===== config.mk =====
export PLATFORM = sky130hd
export DESIGN_NAME = lcd_driver_flat
export DESIGN_NICKNAME = d
export VERILOG_FILES = /design/src/rtl/lcd_pkg.sv /design/src/rtl/lcd_driver_if.sv /design/src/rtl/lcd_timer.sv /design/src/rtl/lcd_driver.sv /design/src/flat_wrapper.sv
export SDC_FILE = /design/constraint.sdc
export NUM_CORES = 1
export LEC_CHECK = 0
export CORE_ASPECT_RATIO = 0.5
export CORE_MARGIN = 4
export CORE_UTILIZATION = 32
export CTS_BUF_LIST = sky130_fd_sc_hd__clkbuf_8
export CTS_CLUSTER_DIAMETER = 40
export DETAILED_ROUTE_END_ITERATION = 7
export SKIP_CTS_REPAIR_TIMING = 1
export SLEW_MARGIN = 20
export SYNTH_ARGS = -nofsm -noshare
export SYNTH_HDL_FRONTEND = slang
export SYNTH_SLANG_ARGS = --single-unit

===== constraint.sdc =====
create_clock -name i_clk -period 3.64 [get_ports i_clk]
set_input_delay 0.546 -clock i_clk [delete_from_list [all_inputs] [get_ports i_clk]]
set_output_delay 0.546 -clock i_clk [all_outputs]
set_load 0.03 [all_outputs]

===== src/rtl/lcd_pkg.sv =====
// lcd_pkg: shared types and constants for the HD44780 write sequencer.
// The POR_WAIT/INIT states exist only when LCD_AUTOINIT_EN is defined.
package lcd_pkg;

    typedef enum logic [2:0] {
        IDLE,
        SETUP,
        PULSE,
        HOLD,
        EXEC
`ifdef LCD_AUTOINIT_EN
        ,
        POR_WAIT,
        INIT
`endif
    } state_t;

    localparam int ON_BIT = 31;
    localparam int EN_BIT = 10;
    localparam int RS_BIT = 9;

    // Function set 8-bit/2-line, display on, clear, entry mode increment.
    localparam int INIT_LEN = 4;
    localparam logic [7:0] INIT_ROM [INIT_LEN] = '{8'h38, 8'h0C, 8'h01, 8'h06};

    // Clear display and return home are the only slow instructions.
    function automatic logic is_long_cmd(input logic rs, input logic [7:0] data);
        return !rs && (data[7:2] == 6'd0) && (data[1:0] != 2'd0);
    endfunction

    function automatic int unsigned max_u(input int unsigned a, input int unsigned b);
        return (a > b) ? a : b;
    endfunction

endpackage


===== src/rtl/lcd_driver_if.sv =====
// lcd_driver_if: LCD register input plus LCD bus and status outputs.
// master is the register/software side, slave is the sequencer.
interface lcd_driver_if;

    logic [31:0] lcd_reg;
    logic [7:0]  lcd_data;
    logic        lcd_rs;
    logic        lcd_rw;
    logic        lcd_en;
    logic        lcd_on;
    logic        busy;
    logic        overrun;

    modport master (
        output lcd_reg,
        input  lcd_data, lcd_rs, lcd_rw, lcd_en, lcd_on, busy, overrun
    );

    modport slave (
        input  lcd_reg,
        output lcd_data, lcd_rs, lcd_rw, lcd_en, lcd_on, busy, overrun
    );

endinterface


===== src/rtl/lcd_timer.sv =====
// lcd_timer: loadable down-counter shared by every sequencer phase.
// done is high in the cycle where a loaded count of L-1 has run out, i.e. L cycles after load.
module lcd_timer #(
    parameter int          WIDTH     = 8,
    parameter int unsigned RESET_VAL = 0,
    parameter bit          RESET_RUN = 1'b0
) (
    input  logic             clk,
    input  logic             rst_n,
    input  logic             load,
    input  logic [WIDTH-1:0] load_val,
    output logic             done
);

    logic [WIDTH-1:0] count;
    logic             running;

    always_ff @(posedge clk or negedge rst_n) begin
        if (!rst_n) begin
            count   <= WIDTH'(RESET_VAL);
            running <= RESET_RUN;
        end else if (load) begin
            count   <= load_val;
            running <= 1'b1;
        end else if (running) begin
            if (count == '0) begin
                running <= 1'b0;
            end else begin
                count <= count - 1'b1;
            end
        end
    end

    assign done = running && (count == '0);

endmodule


===== src/rtl/lcd_driver.sv =====
// lcd_driver: turns LCD register EN strobes into timed HD44780 bus writes with a one-entry pending slot.
// Define LCD_AUTOINIT_EN to add a power-on wait and the built-in init command sequence after reset.
module lcd_driver
    import lcd_pkg::*;
#(
    parameter int unsigned SETUP_CYC     = 4,
    parameter int unsigned PULSE_CYC     = 25,
    parameter int unsigned HOLD_CYC      = 4,
    parameter int unsigned EXEC_CYC      = 2000,
    parameter int unsigned LONG_EXEC_CYC = 82000,
    parameter int unsigned POR_CYC       = 1000000
) (
    input logic         i_clk,
    input logic         i_reset,
    lcd_driver_if.slave bus
);

    localparam int unsigned MAX_CYC = max_u(max_u(max_u(SETUP_CYC, PULSE_CYC), max_u(HOLD_CYC, EXEC_CYC)),
                                            max_u(LONG_EXEC_CYC, POR_CYC));
    localparam int TW = $clog2(MAX_CYC + 1);

`ifdef LCD_AUTOINIT_EN
    localparam state_t      RESET_STATE = POR_WAIT;
    localparam int unsigned TMR_RST_VAL = POR_CYC - 1;
    localparam bit          TMR_RST_RUN = 1'b1;
`else
    localparam state_t      RESET_STATE = IDLE;
    localparam int unsigned TMR_RST_VAL = 0;
    localparam bit          TMR_RST_RUN = 1'b0;
`endif

    state_t        state, state_nxt;
    logic          prev_en, req, req_rs;
    logic [7:0]    req_data;
    logic [7:0]    data_q, launch_data;
    logic          rs_q, launch_rs, launch, on_q;
    logic          pend_valid, pend_valid_nxt, pend_rs, pend_rs_nxt;
    logic [7:0]    pend_data, pend_data_nxt;
    logic          overrun_q, overrun_set, free;
    logic          tmr_load, tmr_done;
    logic [TW-1:0] tmr_val;
    logic          unused_bits;
`ifdef LCD_AUTOINIT_EN
    logic [2:0]    init_idx;
`endif

    assign req         = bus.lcd_reg[EN_BIT] & ~prev_en;
    assign req_rs      = bus.lcd_reg[RS_BIT];
    assign req_data    = bus.lcd_reg[7:0];
    assign unused_bits = ^{bus.lcd_reg[30:11], bus.lcd_reg[8]};

    lcd_timer #(
        .WIDTH    (TW),
        .RESET_VAL(TMR_RST_VAL),
        .RESET_RUN(TMR_RST_RUN)
    ) u_timer (
        .clk     (i_clk),
        .rst_n   (i_reset),
        .load    (tmr_load),
        .load_val(tmr_val),
        .done    (tmr_done)
    );

    always_ff @(posedge i_clk or negedge i_reset) begin
        if (!i_reset) begin
            state      <= RESET_STATE;
            prev_en    <= 1'b1;
            data_q     <= 8'h00;
            rs_q       <= 1'b0;
            pend_valid <= 1'b0;
            pend_rs    <= 1'b0;
            pend_data  <= 8'h00;
            overrun_q  <= 1'b0;
            on_q       <= 1'b0;
        end else begin
            state      <= state_nxt;
            prev_en    <= bus.lcd_reg[EN_BIT];
            pend_valid <= pend_valid_nxt;
            pend_rs    <= pend_rs_nxt;
            pend_data  <= pend_data_nxt;
            on_q       <= bus.lcd_reg[ON_BIT];
            if (launch) begin
                data_q <= launch_data;
                rs_q   <= launch_rs;
            end
            if (overrun_set) begin
                overrun_q <= 1'b1;
            end
        end
    end

`ifdef LCD_AUTOINIT_EN
    always_ff @(posedge i_clk or negedge i_reset) begin
        if (!i_reset) begin
            init_idx <= 3'd0;
        end else if (state == INIT) begin
            init_idx <= init_idx + 3'd1;
        end
    end
`endif

    // "free" marks the points where a new write may start: IDLE, or EXEC finishing with init done.
    always_comb begin
        state_nxt      = state;
        launch         = 1'b0;
        launch_rs      = rs_q;
        launch_data    = data_q;
        pend_valid_nxt = pend_valid;
        pend_rs_nxt    = pend_rs;
        pend_data_nxt  = pend_data;
        overrun_set    = 1'b0;
        tmr_load       = 1'b0;
        tmr_val        = '0;
        free           = 1'b0;

        case (state)
            IDLE: free = 1'b1;
            SETUP: begin
                if (tmr_done) begin
                    state_nxt = PULSE;
                    tmr_load  = 1'b1;
                    tmr_val   = TW'(PULSE_CYC - 1);
                end
            end
            PULSE: begin
                if (tmr_done) begin
                    state_nxt = HOLD;
                    tmr_load  = 1'b1;
                    tmr_val   = TW'(HOLD_CYC - 1);
                end
            end
            HOLD: begin
                if (tmr_done) begin
                    state_nxt = EXEC;
                    tmr_load  = 1'b1;
                    tmr_val   = is_long_cmd(rs_q, data_q) ? TW'(LONG_EXEC_CYC - 1) : TW'(EXEC_CYC - 1);
                end
            end
            EXEC: begin
                if (tmr_done) begin
`ifdef LCD_AUTOINIT_EN
                    if (init_idx < 3'(INIT_LEN)) state_nxt = INIT;
                    else
`endif
                    free = 1'b1;
                end
            end
`ifdef LCD_AUTOINIT_EN
            POR_WAIT: begin
                if (tmr_done) begin
                    state_nxt = INIT;
                end
            end
            INIT: begin
                launch      = 1'b1;
                launch_rs   = 1'b0;
                launch_data = INIT_ROM[init_idx[1:0]];
            end
`endif
            default: state_nxt = IDLE;
        endcase

        // A pending entry always goes before a request arriving in the same cycle, which refills the slot.
        if (free) begin
            state_nxt = IDLE;
            if (pend_valid) begin
                launch         = 1'b1;
                launch_rs      = pend_rs;
                launch_data    = pend_data;
                pend_valid_nxt = req;
                pend_rs_nxt    = req_rs;
                pend_data_nxt  = req_data;
            end else if (req) begin
                launch      = 1'b1;
                launch_rs   = req_rs;
                launch_data = req_data;
            end
        end else if (req) begin
            if (!pend_valid) begin
                pend_valid_nxt = 1'b1;
                pend_rs_nxt    = req_rs;
                pend_data_nxt  = req_data;
            end else begin
                overrun_set = 1'b1;
            end
        end

        if (launch) begin
            state_nxt = SETUP;
            tmr_load  = 1'b1;
            tmr_val   = TW'(SETUP_CYC - 1);
        end
    end

    assign bus.lcd_data = data_q;
    assign bus.lcd_rs   = rs_q;
    assign bus.lcd_rw   = 1'b0;
    assign bus.lcd_en   = (state == PULSE);
    assign bus.lcd_on   = on_q;
    assign bus.busy     = (state != IDLE) | pend_valid;
    assign bus.overrun  = overrun_q;

endmodule


===== src/flat_wrapper.sv =====
// flat-port wrapper written by rule: the top's interface ports become plain ports
module lcd_driver_flat import lcd_pkg::*;
#(
    parameter int unsigned SETUP_CYC     = 4,
    parameter int unsigned PULSE_CYC     = 25,
    parameter int unsigned HOLD_CYC      = 4,
    parameter int unsigned EXEC_CYC      = 2000,
    parameter int unsigned LONG_EXEC_CYC = 82000,
    parameter int unsigned POR_CYC       = 1000000
)
  (i_clk, i_reset, bus_lcd_reg, bus_lcd_data, bus_lcd_rs, bus_lcd_rw, bus_lcd_en, bus_lcd_on, bus_busy, bus_overrun);
  lcd_driver_if bus_i ();
  input logic i_clk;
  input logic i_reset;
  input wire logic [$bits(bus_i.lcd_reg)-1:0] bus_lcd_reg;
  output wire logic [$bits(bus_i.lcd_data)-1:0] bus_lcd_data;
  output wire logic [$bits(bus_i.lcd_rs)-1:0] bus_lcd_rs;
  output wire logic [$bits(bus_i.lcd_rw)-1:0] bus_lcd_rw;
  output wire logic [$bits(bus_i.lcd_en)-1:0] bus_lcd_en;
  output wire logic [$bits(bus_i.lcd_on)-1:0] bus_lcd_on;
  output wire logic [$bits(bus_i.busy)-1:0] bus_busy;
  output wire logic [$bits(bus_i.overrun)-1:0] bus_overrun;
  assign bus_i.lcd_reg = bus_lcd_reg;
  assign bus_lcd_data = bus_i.lcd_data;
  assign bus_lcd_rs = bus_i.lcd_rs;
  assign bus_lcd_rw = bus_i.lcd_rw;
  assign bus_lcd_en = bus_i.lcd_en;
  assign bus_lcd_on = bus_i.lcd_on;
  assign bus_busy = bus_i.busy;
  assign bus_overrun = bus_i.overrun;
  lcd_driver #(.SETUP_CYC(SETUP_CYC), .PULSE_CYC(PULSE_CYC), .HOLD_CYC(HOLD_CYC), .EXEC_CYC(EXEC_CYC), .LONG_EXEC_CYC(LONG_EXEC_CYC), .POR_CYC(POR_CYC)) u_core (.i_clk(i_clk), .i_reset(i_reset), .bus(bus_i));
endmodule

## Word level (Yosys, flattened, before mapping)

Cells that the tools add are included.

- Add/subtract/negate cells: 1
- Multiply operators: 0
- Divide/modulo/power cells: 0
- Magnitude comparators: 0
- Eq/ne operators: 11
- Shift operators: 0
- Multiplexer cells: 43
- Bitwise gates (word level): 3
- Reductions and logical operators: 18

Operators with widths:

| kind | number |
|---|---|
| 2-to-1 mux 20 bit | 5 |
| case mux 20 bit (3 select lines) | 1 |
| 2-to-1 mux 8 bit | 6 |
| 2-to-1 mux 1 bit | 21 |
| zero test 20 bit | 1 |
| subtractor 20 x 1 -> 20 bit (second input constant) | 1 |
| 2-to-1 mux 17 bit | 1 |
| 2-to-1 mux 3 bit | 5 |
| inequality test 4 x 1 -> 1 bit (second input constant) | 3 |
| case mux 3 bit (4 select lines) | 1 |
| nonzero test 2 bit | 4 |
| equality test 3 x 2 -> 1 bit (second input constant) | 2 |
| zero test 6 bit | 1 |
| AND reduction 3 bit | 2 |
| 2-to-1 mux 5 bit | 1 |
| inequality test 2 x 1 -> 1 bit (second input constant) | 2 |
| AND reduction 4 bit | 1 |
| equality test 3 x 1 -> 1 bit (second input constant) | 1 |
| equality test 3 bit (second input constant) | 1 |
| logical AND 1 bit | 3 |
| zero test 3 bit | 1 |
| inequality test 3 x 1 -> 1 bit (second input constant) | 1 |
| nonzero test 3 bit | 1 |
| OR reduction 3 bit | 1 |
| 9 further kinds | 9 |

- Register bits: 46
- Latch bits: 0
- Bits in writable memories: 0
- ROM bits: 0
- Input bits: 34
- Logic and storage cells: 87
- Memories: 0

## Longest topological paths before layout

Gate-level depths: netlist (run 1).

- Depth after elaboration: 8
- Mapped depth: 10
- Depth with buffers taken out: 9

## Cells and area by module

From an unflattened synthesis (run 1), not the netlist that was laid out.

- Cell total of the unflattened synthesis: 249
- Area total of the unflattened synthesis: 2,516.2 µm²

By module, submodules not included:

| module | instances | cells an instance | area each (µm²) |
|---|---|---|---|
| lcd_timer | 1 | 146 | 1,308.8 |
| lcd_driver | 1 | 103 | 1,207.4 |

## Worst setup path before layout (run 1)

Ideal clock, no wire load.

- Path kind: reg2reg
- From: reg u_core.u_timer.count[13]
- To: reg u_core.pend_data[0]
- Library setup time: 127 ps
- Arrival: 2,446 ps
- Data required time: 3,513 ps
- Path slack: 1,066 ps
- Stages on the path, launching flop included: 8
- Path buffers: 1
- Cells stage by stage: dfrtp_1 > or4_4 > nor4_4 > nand4_4 > a21oi_2 > mux2_1 > buf_6 > mux2_1

- Word-level cells in the longest chain between the ends: 6
- Elaborated cells on any way between the ends: 9

Ends and longest elaborated chain:

| element | RTL line | source |
|---|---|---|
| from (decl) | lcd_timer.sv:15 | `logic [WIDTH-1:0] count;` |
| from (signal assigned) | lcd_timer.sv:20 | `count <= WIDTH'(RESET_VAL);` |
| from (signal assigned) | lcd_timer.sv:23 | `count <= load_val;` |
| from (signal assigned) | lcd_timer.sv:29 | `count <= count - 1'b1;` |
| zero test 20 bit (*) | lcd_timer.sv:34 | `assign done = running && (count == '0);` |
| logical AND 1 bit (*) | lcd_timer.sv:34 |  |
| 2-to-1 mux 1 bit (*) | lcd_driver.sv:140 | `if (tmr_done) begin` |
| case mux 1 bit (2 select lines) (*) | lcd_driver.sv:116 | `case (state)` |
| inequality test 2 x 1 -> 1 bit (no source line) (tied with other cells) | -- |  |
| AND reduction 3 bit (no source line) | -- |  |
| to (signal assigned) | lcd_driver.sv:80 | `pend_data <= pend_data_nxt;` |
| to (decl) | lcd_driver.sv:38 | `logic [7:0] pend_data, pend_data_nxt;` |

Every way passes the cells marked *; elsewhere a longest branch is shown, timed or not.
A chain may end at the register's enable or synchronous reset.

## Worst setup path in the final report (run 1)

- From: reg u_core.u_timer.count[12]
- To: reg u_core.pend_data[7]

Same word-level chain as after synthesis.

==> results_dict.tcl, run 1 <==
set metrics [dict create \
    status "completed" \
    period_share_pct 79.4 \
    peakVddDrop_mv 0.156 \
    synth_xor_area_share_pct 2.83 \
    synth_top_family_by_area "simple AND/OR/NAND/NOR gates" \
    r2r_end "u_core.pend_data[7]$_DFFE_PN0P_" \
    arrival_ns 3.08 \
    num_rows 22 \
    synth_edf_count 0 \
    muxShareOfSynthArea_pct 8.18 \
    async_flop_share_pct 100 \
    synth_cell_types 60 \
    placeableCoreArea_um2 7430 \
    clkSlewWorstSetupHoldPaths_ns 0.10 \
    r2r_start "u_core.u_timer.count[12]$_DFFE_PN0P_" \
    n_antenna_cell 0 \
    chipWidth_um 132 \
    cts_buffers 5 \
    cpMaxStageDelayCell "or4_4" \
    drv_slew 0 \
    finalHoldViolCount 0 \
    grt_max_degree 47 \
    via_count 1939 \
    fill_cells 738 \
    tightest_slew_ns 0.720 \
    synthSimpleGateAreaFrac_pct 19.8 \
    ys_seq_elements 46 \
    cts-root-buf "clkbuf_8" \
    worstPathCellList "or4_4 > nor4_4 > nand4_4 > a21oi_2 > mux2_1 > mux2_1" \
    yosysWarnings 0 \
    max-cap-violations 0 \
    r2r_setup_slack_ns 0.75 \
    cp.depth 6 \
    routed_wl_um 5500 \
    drc 0 \
    relSlewSlack_pct 52.0 \
    critPathBufInv 0 \
    drive_gt1_share_pct 9.02 \
    syn_inst 246 \
    synthTopCellsByArea "dfrtp_1, mux2_1, mux2i_1" \
    avgSynthCellArea_um2 10.1 \
    placed_area_um2 2780 \
    synth_area_leader_cell "dfrtp_1" \
    crit_type "register to register" \
    cts_tree "built" \
    synth_nets 282 \
    critPathTopFamily "simple AND/OR/NAND/NOR gates" \
    antenna_found_initial 0 \
    synth_flop_cell "dfrtp_1" \
    timing.hold.ws_ns 0.247 \
    portBuffers 25 \
    worstPathRequired_ns 3.83 \
    rsz0062_at_grt "false" \
    fin_tns_setup_ns 0 \
    synth-seq-area-share_pct 46.5 \
    setup_viol 0 \
    final_cell_area_um2 2870 \
    drt_iter0_drc 103 \
    nets 301 \
    die_area_um2 9300 \
    wl_per_cell_um 15.2 \
    dp_hpwl_um 3790 \
    grt_overflow 0 \
    clock_path_buffers 2 \
    grt_pass1_wl_um 9530 \
    dr.pass1.iters 4 \
    end_kind "register" \
    via_per_inst 5.36 \
    p_leak_nw 1.13 \
    cp-start-kind "register" \
    clock_latency_ns 0.30 \
    finalCriticalPeriod_ns 2.89 \
    area_growth_pct 15.9 \
    io_pins 48 \
    synthesis.area_um2 2480 \
    synthAdderAreaFrac_pct 1.41 \
    r2r_cells 6 \
    synth_compound_area_share_pct 17.0 \
    max_freq_mhz 346 \
    cpPeakStageDelay_ns 0.58 \
    yosysTopAreaCellShare_pct 45.4 \
    crit_top_cell "mux2_1" \
    grt_use_total_pct 12.4 \
    grt_pass1_vias 2026 \
    postRouteAntennaNets 0 \
    powerDensity_nw_per_um2 323 \
    crit_fanout 10 \
    die_y_um 70.2 \
    numClockSinks 46 \
    initial_utilization_pct 33.4 \
    hold_class "primary input to asynchronous set/reset pin" \
    cts.htree.levels 2 \
    place_congestion 0.826 \
    clock_skew_ns 0.00721 \
]
## kinds of logic after synthesis
family,count (synthesis)
compound gates,63
flops,46
buf+inv,21
other cells,1
simple gates,85
xor+xnor,8
mux,19
fa+ha+maj,3
## metal layers
metal  wire (µm)  share of wire (%)  global-route usage [%]  vias up
met5           0                  0                       0        -
met4          37               0.67                    3.92        0
met3         192                3.5                    2.81        2
met2        2480                 45                    19.1       31
met1        2790                 51                    17.2      967
li1            -                  -                       -      939
## area by class of cell
| class | instances | area (µm²) | area share, % |
|---|---|---|---|
| sequential | 46 | 1150 | 40.1 |
| multi-input combinational | 179 | 1220 | 42.6 |
| clock inverter | 3 | 25.0 | 0.871 |
| timing repair buffer | 26 | 255 | 8.89 |
| inverter | 7 | 26.3 | 0.915 |
| clock buffer | 5 | 68.8 | 2.40 |
| tap | 96 | 120 | 4.18 |
## flip-flops by register name, summed over array words and instances, names as in the netlist
register	cells
u_core.pend_rs	1
u_core.prev_en	1
u_core.u_timer.count	20
u_core.bus.overrun	1
u_core.pend_valid	1
u_core.bus.lcd_data	8
u_core.state	3
u_core.u_timer.running	1
u_core.bus.lcd_rs	1
u_core.bus.lcd_on	1
u_core.pend_data	8
## cells in the final DEF, fill, tap and decap left out, drive strengths merged, types with 8 or more instances in the layout
| cell | synthesis | layout |
|---|---|---|
| nand2 | 18 | 18 |
| mux2i | 9 | 9 |
| nor2 | 20 | 20 |
| clkdlybuf4s50 | 0 | 24 |
| nor4 | 12 | 12 |
| inv | 7 | 8 |
| mux2 | 10 | 10 |
| o21ai | 19 | 19 |
| dfrtp | 45 | 45 |
| xor2 | 8 | 8 |
| a21oi | 9 | 9 |
## cells in the mapped netlist (all sizes together) (3+ instances only)
cell / count
mux2i: 9
dfrtp: 45
a31o: 3
clkbuf: 7
a21oi: 9
nand3: 5
buf: 7
nand2b: 3
o22a: 5
mux2: 10
nand2: 18
inv: 7
nor4: 12
o21a: 5
a31oi: 7
nor2: 20
nand4: 4
o21ai: 19
nor3: 4
nor3b: 3
xor2: 8
## stage by stage
step	setup slack [ns]	cells	power, mW	util, %
5_1_grt	0.588	362	0.968	38.7
3_5_place_dp	0.743	354	0.608	37.4
2_1_floorplan	1.07	246	0.576	-
4_1_cts	0.725	362	0.940	38.6
6_report	0.750	362	0.929	38.7
3_3_place_gp	0.755	354	0.603	37.4
## worst max path at each step
stage,slack [ns],from,to
floorplan,1.07,u_core.u_timer.count[13]$_DFFE_PN0P_,u_core.pend_data[0]$_DFFE_PN0P_
global placement,0.75,u_core.u_timer.count[12]$_DFFE_PN0P_,u_core.pend_data[4]$_DFFE_PN0P_
detailed placement,0.74,u_core.u_timer.count[12]$_DFFE_PN0P_,u_core.pend_data[0]$_DFFE_PN0P_
CTS,0.72,u_core.u_timer.count[12]$_DFFE_PN0P_,u_core.pend_data[7]$_DFFE_PN0P_
global route,0.59,u_core.u_timer.count[12]$_DFFE_PN0P_,u_core.pend_data[7]$_DFFE_PN0P_
finish,0.75,u_core.u_timer.count[12]$_DFFE_PN0P_,u_core.pend_data[7]$_DFFE_PN0P_
## report_power, final
part	internal [mW]	switching, mW	leakage [nW]	total (mW)
registers	0.531	0.00917	0.532	0.541
clock network	0.139	0.194	0.0447	0.333
logic	0.0289	0.0265	0.556	0.0554
total	0.699	0.229	1.13	0.929
No activity file was read; power rests on OpenSTA's default activity.
==> run 2, diff against run 1 <==
- clock period: 3.64 -> 3 ns (I/O delays scaled with it)
==> run 2 against run 1 <==
Effect of this change:
- register-to-register slack got worse by 0.46 ns
- global-route usage up 0.13 points
- largest power group unchanged
- hold slack got worse by 0.094 ns
- sequential share of layout area is 0.74 points lower
- wire length up 1.3%
- power up 27%
- clock skew grew 0.0014 ns
- final cell count increased by 1.4%
- first-iteration DRC count up 37%
- sequential power rose by 21%
==> results_dict.tcl, run 2 (synthesized netlist as in run 1, its figures left out) <==
set metrics [dict create \
    clock_skew_ns 0.00860 \
    critPathTopFamily "compound AO/OA/AOI/OAI gates" \
    antenna_found_initial 0 \
    relSlewSlack_pct 51.2 \
    r2r_cells 10 \
    cts_buffers 5 \
    peakVddDrop_mv 0.267 \
    clock_path_buffers 2 \
    drc 0 \
    cts-root-buf "clkbuf_8" \
    numClockSinks 46 \
    crit_fanout 14 \
    die_area_um2 9300 \
    final_cell_mix "dfrtp_1, clkdlybuf4s50_1, nor2_1" \
    worstPathRequired_ns 3.18 \
    fin_util_pct 39.4 \
    initial_utilization_pct 33.4 \
    arrival_ns 2.89 \
    largest_reg_flops 20 \
    n_antenna_cell 0 \
    chipWidth_um 132 \
    post-route-worst-setup-slack_ns 0.293 \
    top_register "u_core.u_timer.count" \
    layout_commonest_cell "dfrtp_1" \
    setup_viol 0 \
    cts_tree "built" \
    dp_hpwl_um 3870 \
    portBuffers 25 \
    drive_gt1_share_pct 10.3 \
    place_ws_ns 0.290 \
    drt_iter0_drc 141 \
    placed_area_um2 2810 \
    grt_pass1_vias 1894 \
    die_y_um 70.2 \
    nets 306 \
    max-cap-violations 0 \
    finalHoldViolCount 0 \
    cpPeakStageDelay_ns 0.54 \
    period_share_pct 90.2 \
    postRouteAntennaNets 0 \
    cts.htree.levels 2 \
    report.power.total_mw 1.18 \
    place_congestion 0.818 \
    via_count 1937 \
    cpMaxStageDelayCell "a21boi_2" \
    drv_slew 0 \
    io_pins 48 \
    status "completed" \
    worstPathCellList "inv_1 > ha_1 > nor4b_2 > buf_4 > and3_1 > a21boi_2 > nor2_2 > inv_2 > o21ai_1 > a211o_1" \
    wl_per_cell_um 15.2 \
    critPathBufInv 3 \
    clock_latency_ns 0.30 \
    hold_class "primary input to asynchronous set/reset pin" \
    final_cell_area_um2 2930 \
    fin_tns_setup_ns 0 \
    end_kind "register" \
    grt_overflow 0 \
    cp.depth 10 \
    finalCriticalPeriod_ns 2.71 \
    rsz0062_at_grt "false" \
    p_leak_nw 1.17 \
    grt_max_degree 47 \
    routed_wl_um 5570 \
    via_per_inst 5.28 \
    clkSlewWorstSetupHoldPaths_ns 0.09 \
    max_freq_mhz 369 \
    cp-start-kind "register" \
    grt_pass1_wl_um 9530 \
    area_growth_pct 18.1 \
    crit_type "register to register" \
    powerDensity_nw_per_um2 404 \
    grt_use_total_pct 12.5 \
    placeableCoreArea_um2 7430 \
    num_rows 22 \
    tightest_slew_ns 0.732 \
    dr.pass1.iters 4 \
]
==> run 2: changes by cell type in the layout (fill, tap and decap cells not counted), sizes merged <==
| cell | previous run | this run |
|---|---|---|
| buf | 2 | 7 |
| bufinv | 0 | 1 |
| clkinv | 1 | 0 |
==> run 2: area by class of cell <==
class	instances	area (µm²)
clock buffers	5	68.8
clock inverters	3	41.3
fillers	752	4510
inverters	7	26.3
multi-input cells	179	1220
flip-flops and latches	46	1150
well taps	96	120
repair buffers	31	293
==> run 2: layer usage <==
metal  routed length, µm  GRT usage (%)  up-vias
li1                    -              -      942
met1                2690           16.7      949
met2                2630           20.4       39
met3                 196           2.95        7
met4                  56           3.34        0
met5                   0              0        -
==> run 2: power breakdown <==
part	internal (mW)	total [mW]	switching, mW	leakage, nW
registers	0.645	0.655	0.0107	0.532
logic	0.0350	0.0666	0.0316	0.581
clock network	0.245	0.460	0.215	0.0556
total	0.925	1.18	0.257	1.17
==> run 2: stage by stage <==
| step | std cells | hold slack, ns |
|---|---|---|
| 6_report | 367 | 0.153 |
| 5_1_grt | 367 | 0.197 |
| 4_1_cts | 367 | 0.363 |
| 3_5_place_dp | 359 | 0.460 |
| 3_3_place_gp | 359 | 0.461 |
| 2_1_floorplan | 246 | 0.154 |
==> run 2: final timing paths <==
check / from / to / slack [ns]
worst max-delay path: u_core.u_timer.count[0]$_DFFE_PN0P_ / u_core.u_timer.count[6]$_DFFE_PN0P_ / 0.29
worst min-delay path: i_reset / u_core.u_timer.count[2]$_DFFE_PN0P_ / 0.15
worst max register to register: u_core.u_timer.count[0]$_DFFE_PN0P_ / u_core.u_timer.count[6]$_DFFE_PN0P_ / 0.29
worst min register to register: u_core.bus.overrun$_DFFE_PN0P_ / u_core.bus.overrun$_DFFE_PN0P_ / 0.48
max in group asynchronous: i_reset / u_core.u_timer.count[19]$_DFFE_PN0P_ / 2.45
min in group i_clk: u_core.bus.overrun$_DFFE_PN0P_ / u_core.bus.overrun$_DFFE_PN0P_ / 0.48
